<file path="config.mk">
export PLATFORM = sky130hd
export DESIGN_NAME = uart_tx_fifo
export DESIGN_NICKNAME = d
export VERILOG_FILES = /design/src/rtl/uart_tx_fifo.sv
export SDC_FILE = /design/constraint.sdc
export NUM_CORES = 1
export LEC_CHECK = 0
export CAP_MARGIN = 20
export CORE_MARGIN = 5
export CORE_UTILIZATION = 40
export CTS_BUF_LIST = sky130_fd_sc_hd__clkbuf_8
export DETAILED_ROUTE_END_ITERATION = 8
export HOLD_SLACK_MARGIN = 0.1
export PLACE_DENSITY_LB_ADDON = 0.12
export SLEW_MARGIN = 20
export SYNTH_ARGS = -nofsm -noshare
export SYNTH_HDL_FRONTEND = slang
export SYNTH_SLANG_ARGS = --single-unit
</file>
<file path="constraint.sdc">
create_clock -name HCLK -period 2.66 [get_ports HCLK]
set_input_delay 0.266 -clock HCLK [delete_from_list [all_inputs] [get_ports HCLK]]
set_output_delay 0.266 -clock HCLK [all_outputs]
set_load 0.05 [all_outputs]
</file>
<file path="src/rtl/uart_tx_fifo.sv">
`timescale 1ns/1ps
// -----------------------------------------------------------------------------
// uart_tx_fifo
//
// Byte-serial UART transmitter fed by a small byte FIFO. Bytes pushed with a
// one-cycle TxD_start strobe are queued, then shifted out LSB first as 8N1
// frames on TxD. When the macro UART_TX_PARITY_EN is defined, every frame
// also carries an even-parity bit between data bit 7 and the stop bit (8E1).
//
// Parameters:
//   CLK_FREQ   - HCLK frequency in Hz
//   BAUD       - line rate; CLKS_PER_BIT = CLK_FREQ / BAUD (must be >= 2)
//   FIFO_DEPTH - byte entries, power of two, >= 2
//
// Ports:
//   HCLK       in   sole clock, rising edge
//   HRESET     in   asynchronous active-low reset
//   TxD_start  in   push strobe, TxD_data sampled on every edge it is high
//   TxD_data   in   8-bit byte to push
//   TxD        out  registered serial line, idles high
//   TxD_busy   out  frame in progress or FIFO non-empty
//   TxD_done   out  one-cycle pulse when a frame's stop bit completes
//   fifo_full  out  FIFO holds FIFO_DEPTH bytes
//   overflow   out  sticky, set when a push is dropped; cleared by reset only
// -----------------------------------------------------------------------------
module uart_tx_fifo #(
   parameter int CLK_FREQ   = 50_000_000,
   parameter int BAUD       = 115200,
   parameter int FIFO_DEPTH = 16
) (
   input  logic       HCLK,
   input  logic       HRESET,
   input  logic       TxD_start,
   input  logic [7:0] TxD_data,
   output logic       TxD,
   output logic       TxD_busy,
   output logic       TxD_done,
   output logic       fifo_full,
   output logic       overflow
);

   localparam int CLKS_PER_BIT = CLK_FREQ / BAUD;
   localparam int CW           = (CLKS_PER_BIT > 1) ? $clog2(CLKS_PER_BIT) : 1;
   localparam int AW           = $clog2(FIFO_DEPTH);
   localparam int PW           = AW + 1;
   localparam logic [CW-1:0] BAUD_LAST = CW'(CLKS_PER_BIT - 1);

`ifdef UART_TX_PARITY_EN
   typedef enum logic [2:0] {
      S_IDLE   = 3'd0,
      S_START  = 3'd1,
      S_DATA   = 3'd2,
      S_PARITY = 3'd3,
      S_STOP   = 3'd4
   } state_t;
`else
   typedef enum logic [2:0] {
      S_IDLE   = 3'd0,
      S_START  = 3'd1,
      S_DATA   = 3'd2,
      S_STOP   = 3'd4
   } state_t;
`endif

   state_t          state_q, state_d;
   logic [PW-1:0]   wr_ptr_q, wr_ptr_d;
   logic [PW-1:0]   rd_ptr_q, rd_ptr_d;
   logic [CW-1:0]   baud_cnt_q, baud_cnt_d;
   logic [2:0]      bit_cnt_q, bit_cnt_d;
   logic [7:0]      shift_q, shift_d;
   logic            txd_q, txd_d;
   logic            done_q, done_d;
   logic            ovf_q, ovf_d;
`ifdef UART_TX_PARITY_EN
   logic            parity_q, parity_d;
`endif

   // Storage is not reset: reset empties the FIFO through the pointers.
   logic [7:0]      mem_q [FIFO_DEPTH];

   logic            fifo_empty;
   logic            full;
   logic            pop;
   logic            push_ok;
   logic            bit_tick;
   logic [7:0]      head;

   // Pointers carry one extra MSB: equal low bits with differing MSB means full.
   assign fifo_empty = (wr_ptr_q == rd_ptr_q);
   assign full       = (wr_ptr_q[AW] != rd_ptr_q[AW]) &&
                       (wr_ptr_q[AW-1:0] == rd_ptr_q[AW-1:0]);
   assign head       = mem_q[rd_ptr_q[AW-1:0]];

   // The transmitter only pops from IDLE, so a same-cycle pop can make room
   // for a push even when the FIFO is full.
   assign pop        = (state_q == S_IDLE) && !fifo_empty;
   assign push_ok    = TxD_start && (!full || pop);
   assign bit_tick   = (baud_cnt_q == BAUD_LAST);

   always_comb begin
      wr_ptr_d = wr_ptr_q + PW'(push_ok);
      rd_ptr_d = rd_ptr_q + PW'(pop);
      ovf_d    = ovf_q | (TxD_start & ~push_ok);
   end

   always_comb begin
      state_d    = state_q;
      baud_cnt_d = bit_tick ? '0 : baud_cnt_q + 1'b1;
      bit_cnt_d  = bit_cnt_q;
      shift_d    = shift_q;
      txd_d      = 1'b1;
      done_d     = 1'b0;
`ifdef UART_TX_PARITY_EN
      parity_d   = parity_q;
`endif
      // TxD is registered from the current state, so the line trails the
      // state register by one cycle.
      case (state_q)
         S_IDLE: begin
            txd_d      = 1'b1;
            baud_cnt_d = '0;
            if (!fifo_empty) begin
               shift_d   = head;
               bit_cnt_d = 3'd0;
`ifdef UART_TX_PARITY_EN
               parity_d  = ^head;
`endif
               state_d   = S_START;
            end
         end
         S_START: begin
            txd_d = 1'b0;
            if (bit_tick) begin
               state_d = S_DATA;
            end
         end
         S_DATA: begin
            txd_d = shift_q[0];
            if (bit_tick) begin
               shift_d   = {1'b0, shift_q[7:1]};
               bit_cnt_d = bit_cnt_q + 3'd1;
               if (bit_cnt_q == 3'd7) begin
`ifdef UART_TX_PARITY_EN
                  state_d = S_PARITY;
`else
                  state_d = S_STOP;
`endif
               end
            end
         end
`ifdef UART_TX_PARITY_EN
         S_PARITY: begin
            txd_d = parity_q;
            if (bit_tick) begin
               state_d = S_STOP;
            end
         end
`endif
         S_STOP: begin
            txd_d = 1'b1;
            if (bit_tick) begin
               state_d = S_IDLE;
               done_d  = 1'b1;
            end
         end
         default: begin
            state_d = S_IDLE;
         end
      endcase
   end

   always_ff @(posedge HCLK or negedge HRESET) begin
      if (!HRESET) begin
         state_q    <= S_IDLE;
         wr_ptr_q   <= '0;
         rd_ptr_q   <= '0;
         baud_cnt_q <= '0;
         bit_cnt_q  <= '0;
         shift_q    <= '0;
         txd_q      <= 1'b1;
         done_q     <= 1'b0;
         ovf_q      <= 1'b0;
`ifdef UART_TX_PARITY_EN
         parity_q   <= 1'b0;
`endif
      end else begin
         state_q    <= state_d;
         wr_ptr_q   <= wr_ptr_d;
         rd_ptr_q   <= rd_ptr_d;
         baud_cnt_q <= baud_cnt_d;
         bit_cnt_q  <= bit_cnt_d;
         shift_q    <= shift_d;
         txd_q      <= txd_d;
         done_q     <= done_d;
         ovf_q      <= ovf_d;
`ifdef UART_TX_PARITY_EN
         parity_q   <= parity_d;
`endif
      end
   end

   always_ff @(posedge HCLK) begin
      if (push_ok) begin
         mem_q[wr_ptr_q[AW-1:0]] <= TxD_data;
      end
   end

   assign TxD       = txd_q;
   assign TxD_done  = done_q;
   assign TxD_busy  = (state_q != S_IDLE) || !fifo_empty;
   assign fifo_full = full;
   assign overflow  = ovf_q;

endmodule

</file>
# Word level (Yosys, flattened, before mapping)

Memory sizes are Yosys's and may differ from the RTL's.
Cells that the tools add are included.
W data, S select, Z words.

Add/sub/neg operators: 4
Multipliers: 0
Divide/modulo/power cells: 0
Order comparisons: 0
Equality and inequality tests: 13
Shift-type cells: 0
Mux-type cells: 19
Bitwise logic cells: 3
Reductions and logical operators: 12

Operators with widths:

| cell                  | count |
|---|---|
| $mux W3               | 7 |
| $mux W9               | 2 |
| $mux W8               | 2 |
| $pmux W8 S2           | 1 |
| $pmux W3 S4           | 1 |
| $add A5 B1 Y5         | 2 |
| $ne A2 B2 Y1 const B  | 5 |
| $add A9 B1 Y9 const B | 1 |
| $eq A9 B9 Y1 const B  | 1 |
| $eq A3 B3 Y1 const B  | 2 |
| $pmux W3 S2           | 1 |
| $eq A5 B5 Y1          | 1 |
| $reduce_and A5 Y1     | 1 |
| $eq A4 B4 Y1          | 1 |
| $mux W1               | 4 |
| $add A3 B1 Y3 const B | 1 |
| $eq A3 B1 Y1 const B  | 1 |
| $eq A3 B2 Y1 const B  | 1 |
| $logic_and A1 B1 Y1   | 3 |
| $logic_not A3 Y1      | 1 |
| $reduce_and A3 Y1     | 1 |
| $reduce_bool A3 Y1    | 1 |
| $logic_not A1 Y1      | 2 |
| $logic_or A1 B1 Y1    | 2 |
| 6 further kinds       | 6 |

Register bits: 36
Latch bits: 0
RAM bits: 128
Bits in read-only memories: 0
Input bits: 11
Output and inout port bits: 5
Word-level logic and storage cells: 61
Memories: 1

Memory list:

| memory | depth | width | read ports | clocked after memory_dff | write ports | line | text |
|---|---|---|---|---|---|---|---|
| mem_q  | 16    | 8     | 1          | 0                        | 1           | 79   | `logic [7:0] mem_q [FIFO_DEPTH];` |

# Logic depth before layout (Yosys ltp)

Gate-level depths: netlist (run 1).

Depth in word-level cells: 8
Depth in mapped cells: 10

# Least setup slack after synthesis (run 1)

OpenSTA, ideal clock, no wires.

Path type: flip-flop to flip-flop
Start point: register state_q[0]
End point: memory mem_q[1][0], enable pin
Library setup time: 370 ps
Data arrival time: 1,893 ps
Slack: 397 ps
Stages on the path, launching flop included: 8
Path buffers: 2
Period minus slack after synthesis: 2,263 ps
Cell sequence: dfrtp_1 -> buf_6 -> or2_1 -> buf_6 -> nor2_4 -> nor3_1 -> or4b_4 -> nor2_1

Cells in the longest elaborated chain, start to end: 6

RTL lines:

| item                          | line | text |
|---|---|---|
| start, declared               | 65   | `state_t state_q, state_d;` |
| start signal, assigned        | 187  | `state_q <= state_d;` |
| $logic_not A3 Y1              | 96   | `assign pop = (state_q == S_IDLE) && !fifo_empty;` |
| $logic_and A1 B1 Y1           | 96   |  |
| $logic_or A1 B1 Y1            | 97   | `assign push_ok = TxD_start && (!full \|\| pop);` |
| $logic_and A1 B1 Y1           | 97   |  |
| $mux W1                       | 203  | `if (push_ok) begin` |
| $mux W1 (not written as such) | 204  | `mem_q[wr_ptr_q[AW-1:0]] <= TxD_data;` |
| end, declared                 | 79   |  |

No other way between the ends.

# Final worst setup path (run 1)

Start point: register state_q[2]
End point: memory mem_q[13][4], enable pin

Same word-level chain as after synthesis.

==> results.tsv, run 1 <==
metric	value	unit
static leakage	2.66	nW
count of distinct cell types in the synthesized netlist	55	
Routed WL	13700	um
final HPWL from detailed placement	9000	um
power density normalized to cell area	863	nW/um^2
Hold Crit Class	in -> async	
clk slew on worst S/H paths	90	ps
maximum single-stage delay on the critical path	770	ps
cells along the critical path	or2_1 > nor2_4 > or3_1 > nand4b_1 > nor2_1	
met2 demand-to-capacity share in global routing	0.233	
GPL Wtd Cong	0.744	
fraction of power spent switching nets	0.296	
most common library cells after synthesis	sky130_fd_sc_hd__edfxtp_1, sky130_fd_sc_hd__dfrtp_1, sky130_fd_sc_hd__nor2_1	
post-route setup TNS	0	ps
final max-slew violation count	0	
via count of the first global-routing pass	3474	
sequential group share of total power	0.500	
largest clock skew in the final design	12.4	ps
Worst Setup Start Kind	flop	
Layout area overhead	11.7	%
die extent in x	141	um
worst reg2reg path depth	5	
capture point of the critical path	mem_q[13][4]	
critical path fanouts, max	8	
global route hottest layer	met2	
number of standard cells in the final layout excluding fillers	649	
worst setup path startpoint	state_q[2]	
reported net switching power	1.95	mW
DRC	0	
Worst EP required	2730	ps
height of the chip	141	um
post-synth design cell area	6840	um^2
Critical Path AT	2430	ps
register area share after synthesis	0.694	
number of optimization iterations in the first detailed-route pass	4	
endpoint of the lowest-slack register-to-register path	mem_q[13][4]	
number of buffers on the longest clock path	2	
leading register cell type out of synthesis	sky130_fd_sc_hd__edfxtp_1	
routed vias/inst	5.26	
kind of cell adding the most delay to the critical path	simple AND/OR/NAND/NOR gates	
post-synthesis cell count	384	
final antenna-violating net count	0	
num ports	16	
run status	completed	
Port Buffer Count	15	
worst vdd rail ir drop	0.397	mV
Wirelength per Cell	21.0	um
Remaining Overflow, GRT	0	
area share of the largest cell type after synthesis	0.562	
row count	47	
library cell occupying the most area in the post-synthesis netlist	sky130_fd_sc_hd__edfxtp_1	
number of sinks driven by the clock tree	164	
total number of nets in the final design	435	
clock insertion delay at the later pin of the skew report	450	ps
Combinational Power Share	0.221	
most frequently used cell type in the post-synthesis netlist	sky130_fd_sc_hd__edfxtp_1	
Crit Path Category	reg -> reg	
cell total after placement	616	
average size of a mapped cell	17.8	um^2
unrepaired setup endpoints after global routing	false	
Via Count	3412	
number of H-tree branching levels	4	
achievable clock frequency	424	MHz
largest net degree at the start of global routing	37	
share of cells above drive strength 1	0.186	
antenna diode count	0	
combined buffer and inverter count along the critical path	0	
Tcrit/Tclk final	0.886	
cell with the biggest individual delay on the critical path	sky130_fd_sc_hd__nor2_1	
area post-placement	7230	um^2
shortest period the worst path allows	2360	ps
TritonCTS clock tree	done	
Final Hold Viols	0	
max_cap viols	0	
Synthesis Warnings	0	
startpoint of the lowest-slack register-to-register path	state_q[2]	
Total Routing Usage GR	0.146	
number of gates given a new drive strength after cts	0	
number of register bits inferred by synthesis	164	
root buffer selected by CTS	sky130_fd_sc_hd__clkbuf_8	
Critical Path Stages	5	
area of the placeable core	16700	um^2
# fillers	1467	
worst slew slack as a fraction of its limit	0.358	
TritonCTS buffer count	17	
number of antenna violations at the first check in global routing	0	
fraction of met1 tracks used by global routing	0.197	
synthesized net count	403	
slew at the pin closest to its max-slew limit	960	ps
clock network fraction of total power	0.279	
share of synthesized flip-flops with an asynchronous set or reset	0.220	
synth top area cells	sky130_fd_sc_hd__edfxtp_1, sky130_fd_sc_hd__dfrtp_1, sky130_fd_sc_hd__mux4_1, sky130_fd_sc_hd__mux4_2, sky130_fd_sc_hd__nor2_1	
area of all placed cells without fillers	7640	um^2
die area	19800	um^2
flop-to-flop setup slack	300	ps
met3 track demand over resource	0.0379	
count of final setup violators	0	
Sequential cell area	4750	um^2
internal portion of total power	4.65	mW
initial DRC count	215	
number of synthesized flops with an enable pin	128	
Setup crit end kind	flop	
starting utilization of the core area	0.410	
area used by multi-input combinational logic	1900	um^2
first-pass GRT wire length	21100	um
==> logic make-up after synthesis <==
logic type	after synthesis	synth area share
simple gates	85	0.0704
flops	164	0.694
buf+inv	23	0.0289
xor+xnor	18	0.0230
compound gates	53	0.0530
fa+ha+maj	8	0.0146
mux	33	0.116
==> routing by layer <==
| layer | vias to the layer above | wire length [um] |
|---|---|---|
| met2 | 41 | 6580 |
| met3 | 12 | 410 |
| met1 | 1770 | 6470 |
| met4 | 0 | 197 |
| met5 | - | 0 |
| li1 | 1589 | - |
==> cell type report <==
type	count	area share
Clock buffer	17	0.0306
Clock inverter	15	0.0221
Inverter	1	0.000491
Multi-Input combinational cell	197	0.248
Sequential cell	164	0.621
Tap cell	220	0.0360
Timing Repair Buffer	35	0.0416
==> how the worst min path moves through the flow <==
| stage | startpoint | to | slack [ps] | cells after the start |
|---|---|---|---|---|
| 5_1_grt | overflow | overflow | 490 | 1 |
| 3_5_place_dp | HRESET | baud_cnt_q[6] | 420 | 1 |
| 4_1_cts | HRESET | baud_cnt_q[6] | 460 | 2 |
| 6_report | HRESET | baud_cnt_q[8] | 440 | 2 |
| 3_3_place_gp | HRESET | baud_cnt_q[6] | 420 | 1 |
| 2_1_floorplan | HRESET | TxD_done | -30 | 0 |
==> layout by cell type (no fill, tap or decap), types with 3 or more instances in the layout <==
cell                              instances
sky130_fd_sc_hd__dfrtp_1                 34
sky130_fd_sc_hd__edfxtp_1               128
sky130_fd_sc_hd__ha_1                     8
sky130_fd_sc_hd__a22o_1                   5
sky130_fd_sc_hd__nand4_1                  3
sky130_fd_sc_hd__clkinv_4                 3
sky130_fd_sc_hd__nand4b_1                 3
sky130_fd_sc_hd__clkdlybuf4s50_1         12
sky130_fd_sc_hd__inv_8                    3
sky130_fd_sc_hd__clkbuf_8                17
sky130_fd_sc_hd__mux4_1                  17
sky130_fd_sc_hd__a21oi_1                 25
sky130_fd_sc_hd__mux4_2                  15
sky130_fd_sc_hd__nor2_1                  34
sky130_fd_sc_hd__a22oi_1                 15
sky130_fd_sc_hd__nor3_1                   4
sky130_fd_sc_hd__buf_4                   19
sky130_fd_sc_hd__nand2_1                  7
sky130_fd_sc_hd__xnor2_1                 13
sky130_fd_sc_hd__nor2b_1                  5
sky130_fd_sc_hd__inv_6                    4
sky130_fd_sc_hd__xor2_1                   5
sky130_fd_sc_hd__nand3_1                  6
==> metrics by stage <==
step | power (mW) | util | setup slack, ps | hold slack [ps]
finish | 6.60 | 0.458 | 304 | 444
global route | 6.94 | 0.458 | 147 | 486
CTS | 6.68 | 0.458 | 281 | 457
detailed placement | 4.85 | 0.433 | 306 | 424
global placement | 4.83 | 0.433 | 351 | 417
floorplan | 4.46 | - | 397 | -29.6
==> power groups by stage <==
stage               clock [mW]  sequential (mW)  combinational, mW
floorplan                    0             3.32               1.14
global placement             0             3.35               1.47
detailed placement           0             3.36               1.49
CTS                       1.88             3.31               1.49
global route              2.00             3.35               1.59
finish                    1.84             3.30               1.46
==> registers in the layout, summed over array words and instances, names as in the netlist <==
signal / count
state_q: 3
bit_cnt_q: 3
shift_q: 8
wr_ptr_q: 5
baud_cnt_q: 9
rd_ptr_q: 5
TxD_done: 1
mem_q: 128
TxD: 1
overflow: 1
==> what timing repair did <==
| action | CTS | global route |
|---|---|---|
| hold buffers | 1 | 0 |
| setup buffers | 0 | 0 |
| hold endpoints to repair | 35 | 0 |
Note: power is estimated with default switching activity, not from simulation.
==> inputs of run 2 (changes only) <==
--- a/config.mk
+++ b/config.mk
@@ -7,7 +7,7 @@
 export LEC_CHECK = 0
 export CAP_MARGIN = 20
 export CORE_MARGIN = 5
-export CORE_UTILIZATION = 40
+export CORE_UTILIZATION = 50
 export CTS_BUF_LIST = sky130_fd_sc_hd__clkbuf_8
 export DETAILED_ROUTE_END_ITERATION = 8
 export HOLD_SLACK_MARGIN = 0.1
==> run 2 against run 1 <==
Clock power shrank 7%; hold slack got worse by 0.83 ps; first-iteration DRC count grew 49%; register-to-register slack better by 20 ps; sequential power about the same; via count is essentially flat; final cell count decreased by 7.2%; final area shrank 1.2%; core utilization rose by 11 points; die area is 19% lower; largest cell class unchanged; highest routed layer unchanged.
==> results.tsv, run 2 (same netlist as run 1, synthesis figures left out) <==
metric	value	unit	change
# Post-CTS Setup Buffers	0		unchanged
post-route setup TNS	0	ps	unchanged
worst setup path startpoint	state_q[0]		
root buffer selected by CTS	sky130_fd_sc_hd__clkbuf_8		
cells along the critical path	or2_1 > nor2_4 > or3_1 > nand4_1 > nor2_1		
Tcrit/Tclk final	0.879		-0.00720
static leakage	2.64	nW	-0.70%
Port Buffer Count	15		unchanged
Final Hold Viols	0		unchanged
Wirelength per Cell	20.8	um	-1.3%
largest net degree at the start of global routing	37		unchanged
kind of cell adding the most delay to the critical path	simple AND/OR/NAND/NOR gates		
most frequent cells in the layout	sky130_fd_sc_hd__edfxtp_1, sky130_fd_sc_hd__dfrtp_1, sky130_fd_sc_hd__nor2_1		
die extent in x	127	um	-9.8%
max_cap viols	0		unchanged
clock insertion delay at the later pin of the skew report	450	ps	about the same
first-pass GRT wire length	19900	um	-5.7%
combined buffer and inverter count along the critical path	0		unchanged
critical path fanouts, max	10		+2
power density normalized to cell area	860	nW/um^2	-0.43%
final HPWL from detailed placement	8100	um	-10%
startpoint of the lowest-slack register-to-register path	state_q[0]		
GPL Wtd Cong	0.763		+2.6%
achievable clock frequency	428	MHz	+0.82%
clk slew on worst S/H paths	80	ps	about the same
share of cells above drive strength 1	0.176		-0.0104
slew at the pin closest to its max-slew limit	795	ps	-164 ps
final max-slew violation count	0		unchanged
total number of nets in the final design	432		-0.69%
maximum single-stage delay on the critical path	660	ps	-110 ps
antenna diode count	0		unchanged
Layout area overhead	10.4	%	
number of antenna violations at the first check in global routing	0		unchanged
Hold Crit Class	in -> async		
# fillers	1018		-31%
worst vdd rail ir drop	0.436	mV	+9.9%
number of H-tree branching levels	4		unchanged
flip-flop count of the largest register after layout	128		unchanged
die area	16100	um^2	-19%
Total Routing Usage GR	0.168		+0.0218
flop-to-flop setup slack	320	ps	+20 ps
worst reg2reg path depth	5		unchanged
Worst Setup Start Kind	flop		
height of the chip	127	um	-9.8%
Worst EP required	2740	ps	about the same
internal portion of total power	4.62	mW	-0.60%
shortest period the worst path allows	2340	ps	-19.2 ps
clock network fraction of total power	0.264		-0.015
Crit Path Category	reg -> reg		
routed vias/inst	5.66		+7.7%
via count of the first global-routing pass	3462		-0.35%
TritonCTS buffer count	17		unchanged
starting utilization of the core area	0.513		+0.103
Critical Path AT	2410	ps	-20 ps
Remaining Overflow, GRT	0		unchanged
worst slew slack as a fraction of its limit	0.470		+0.112
commonest non-fill, non-tap cell in the layout	sky130_fd_sc_hd__edfxtp_1		
number of buffers on the longest clock path	2		unchanged
area of the placeable core	13300	um^2	-20%
fraction of power spent switching nets	0.289		-0.00738
num ports	16		unchanged
initial DRC count	320		+49%
largest clock skew in the final design	14.0	ps	+1.67 ps
endpoint of the lowest-slack register-to-register path	mem_q[7][5]		
post-route core utilization	0.566		+0.108
number of sinks driven by the clock tree	164		unchanged
final antenna-violating net count	0		unchanged
DRC	0		unchanged
Routed WL	12500	um	-8.5%
sequential group share of total power	0.509		+0.009
run status	completed		
cell with the biggest individual delay on the critical path	sky130_fd_sc_hd__nor2_1		
Combinational Power Share	0.227		+0.006
number of optimization iterations in the first detailed-route pass	6		+2
TritonCTS clock tree	done		
reported net switching power	1.87	mW	-4.1%
unrepaired setup endpoints after global routing	false		
Setup crit end kind	flop		
Via Count	3410		-0.059%
row count	42		-11%
count of final setup violators	0		unchanged
-- run 2: timing repair --
item | 4_1_cts | 5_1_grt
hold endpoints to repair | 35 | 0
gates resized for setup | 0 | 0
hold buffers | 1 | 0
-- run 2: cell type report --
cell class	instances	area [um^2]	area share
clock buffers	17	234	0.0310
inverters	1	3.75	0.000497
flip-flops and latches	164	4750	0.629
repair buffers	32	308	0.0408
clock inverters	15	141	0.0187
well taps	176	220	0.0292
multi-input cells	197	1900	0.251
-- run 2: power groups by stage --
stage               registers [mW]  clock network [mW]  logic [mW]
detailed placement            3.36                   0        1.49
global placement              3.35                   0        1.48
finish                        3.31                1.71        1.47
CTS                           3.31                1.75        1.50
global route                  3.35                1.86        1.61
floorplan                     3.32                   0        1.14
-- run 2: how the worst max path moves through the flow --
stage                        to  slack [ps]  cells after the start
global route        mem_q[7][5]         140                      5
CTS                 mem_q[7][5]         270                      5
detailed placement  mem_q[7][5]         280                      5
global placement    mem_q[7][5]         370                      5
floorplan           mem_q[1][0]         400                      7
finish              mem_q[7][5]         320                      5
-- run 2: worst reg2reg max path, cell delays in order, from the launching register on --
cell,delay [ps]
sky130_fd_sc_hd__dfrtp_1,470
sky130_fd_sc_hd__or2_1,310
sky130_fd_sc_hd__nor2_4,110
sky130_fd_sc_hd__or3_1,190
sky130_fd_sc_hd__nand4_1,230
sky130_fd_sc_hd__nor2_1,660
-- run 2: routing by layer --
metal | GRT usage | routed length (um)
met1 | 0.241 | 5710
met2 | 0.246 | 5790
met3 | 0.0476 | 758
met4 | 0.0625 | 242
met5 | 0 | 0
-- run 2: stage by stage --
step	hold WS (ps)	power, mW	cell area [um^2]	setup slack [ps]	instances
floorplan	-29.6	4.46	6840	397	384
global placement	398	4.83	7170	370	569
detailed placement	400	4.85	7170	280	569
CTS	458	6.56	7550	274	602
global route	476	6.81	7550	144	602
finish	444	6.49	7550	323	602
==> inputs of run 3 (changes only) <==
==> constraint.sdc (replaced) <==
create_clock -name HCLK -period 2.4 [get_ports HCLK]
set_input_delay 0.24 -clock HCLK [delete_from_list [all_inputs] [get_ports HCLK]]
set_output_delay 0.24 -clock HCLK [all_outputs]
set_load 0.05 [all_outputs]
==> run 3 against run 2 <==
Register-to-register slack worse by 130 ps; clock skew is 6.1 ps lower; total power is 10% higher; final area is 0.53% higher; final cell count is 1.2% higher; die area stayed put; highest routed layer unchanged.
==> results.tsv, run 3 (same netlist as run 1, synthesis figures left out) <==
metric	value	unit	change
run status	completed		
largest net degree at the start of global routing	37		unchanged
clock insertion delay at the later pin of the skew report	450	ps	about the same
num ports	16		unchanged
Critical Path AT	2540	ps	+130 ps
flip-flop count of the largest register after layout	128		unchanged
worst vdd rail ir drop	0.416	mV	-4.7%
Tcrit/Tclk final	0.918		+0.0390
share of cells above drive strength 1	0.182		+0.00639
achievable clock frequency	454	MHz	+6.1%
routed vias/inst	5.64		-0.51%
starting utilization of the core area	0.513		unchanged
slew at the pin closest to its max-slew limit	800	ps	+4.50 ps
Worst Setup Start Kind	flop		
height of the chip	127	um	unchanged
maximum single-stage delay on the critical path	410	ps	-250 ps
row count	42		unchanged
GPL Wtd Cong	0.763		about the same
Remaining Overflow, GRT	0		unchanged
worst slew slack as a fraction of its limit	0.467		-0.00300
unrepaired setup endpoints after global routing	false		
number of optimization iterations in the first detailed-route pass	4		-2
via count of the first global-routing pass	3511		+1.4%
Port Buffer Count	15		unchanged
final antenna-violating net count	0		unchanged
clk slew on worst S/H paths	80	ps	about the same
Worst Setup Slack, final	198	ps	-125 ps
number of buffers on the longest clock path	2		unchanged
TritonCTS buffer count	17		unchanged
Routed WL	12700	um	+1.6%
die area	16100	um^2	unchanged
power density normalized to cell area	943	nW/um^2	+9.7%
die extent in x	127	um	unchanged
root buffer selected by CTS	sky130_fd_sc_hd__clkbuf_8		
DRC	0		unchanged
antenna diode count	0		unchanged
post-route core utilization	0.569		+0.00300
Wirelength per Cell	20.9	um	+0.44%
max_cap viols	0		unchanged
TritonCTS clock tree	done		
final HPWL from detailed placement	8200	um	+1.2%
area post-placement	7230	um^2	+0.84%
worst slack after detailed placement	166	ps	-113 ps
final max-slew violation count	0		unchanged
most frequent cells in the layout	sky130_fd_sc_hd__edfxtp_1, sky130_fd_sc_hd__dfrtp_1, sky130_fd_sc_hd__nor2_1		
area of the placeable core	13300	um^2	unchanged
critical path fanouts, max	9		-1
largest clock skew in the final design	7.98	ps	-6.07 ps
overall power consumption	7.16	mW	+10%
Crit Path Category	reg -> reg		
number of H-tree branching levels	4		unchanged
first-pass GRT wire length	20200	um	+1.4%
count of final setup violators	0		unchanged
Layout area overhead	11.0	%	
# Post-CTS Setup Buffers	0		unchanged
most numerous cell on the critical path	sky130_fd_sc_hd__ha_1		
Total Routing Usage GR	0.171		+0.00312
number of antenna violations at the first check in global routing	0		unchanged
area of all placed cells without fillers	7590	um^2	+0.53%
Final Hold Viols	0		unchanged
shortest period the worst path allows	2200	ps	-135 ps
cell with the biggest individual delay on the critical path	sky130_fd_sc_hd__dfrtp_1		
post-route setup TNS	0	ps	unchanged
initial DRC count	240		-25%
static leakage	2.66	nW	+0.89%
Hold Crit Class	in -> async		
Via Count	3432		+0.65%
commonest non-fill, non-tap cell in the layout	sky130_fd_sc_hd__edfxtp_1		
number of sinks driven by the clock tree	164		unchanged
Setup crit end kind	flop		
Worst EP required	2730	ps	about the same
cells along the critical path	inv_1 > ha_1 > and4b_1 > nand4_4 > a221oi_4 > and2b_1 > ha_1 > ha_1 > nand2_1 > xnor2_1		
total number of nets in the final design	440		+1.9%
-- run 3: stage by stage --
step	instances	hold slack (ps)
after floorplan	384	-55.6
after CTS	609	428
after global routing	609	477
after global placement	577	376
after detailed placement	577	387
final	609	413
-- run 3: critical path, delay by kind of cell, from the launching register on --
| family | cells | cell delay (ps) |
|---|---|---|
| flip-flops | 1 | 410 |
| adder cells (fa/ha/maj) | 3 | 510 |
| XOR/XNOR | 1 | 130 |
| AND/OR/NAND/NOR | 4 | 690 |
| buffers and inverters | 1 | 70 |
| AO/OA/AOI/OAI | 1 | 280 |
-- run 3: where the power goes --
| group | internal [mW] | switching [mW] | leakage, nW |
|---|---|---|---|
| Clock | 0.892 | 0.947 | 0.184 |
| Sequential | 3.46 | 0.174 | 1.60 |
| Combinational | 0.770 | 0.919 | 0.879 |
| Total | 5.12 | 2.04 | 2.66 |
-- run 3: timing repair --
item | 4_1_cts | 5_1_grt
setup endpoints to repair | 0 | 1
hold endpoints to repair | 35 | 0
resized for setup | 0 | 0
hold buffers | 1 | 0
-- run 3: final cells by class --
type / count / area [um^2]
clock inverter: 14 / 121
inverter: 1 / 3.75
multi-input combinational: 197 / 1900
timing repair buffer: 40 / 368
clock buffer: 17 / 234
tap: 176 / 220
fill: 1063 / 5760
sequential: 164 / 4750
-- run 3: final timing paths --
path                       cells after the start          end     startpoint  slack, ps
setup / recovery                              10  rd_ptr_q[4]  baud_cnt_q[1]        200
hold / removal                                 2  rd_ptr_q[2]         HRESET        410
setup reg to reg                              10  rd_ptr_q[4]  baud_cnt_q[1]        200
hold reg to reg                                1     overflow       overflow        470
max in group asynchronous                      2  rd_ptr_q[0]         HRESET       1440
min in group HCLK                              1     overflow       overflow        470
-- run 3: routing by layer --
metal / vias to the layer above / GRT usage / share of wire
met1: 1763 / 0.245 / 0.47
met2: 62 / 0.264 / 0.49
met5: - / 0 / 0
met3: 13 / 0.0363 / 0.032
met4: 0 / 0.0568 / 0.013
li1: 1594 / - / -
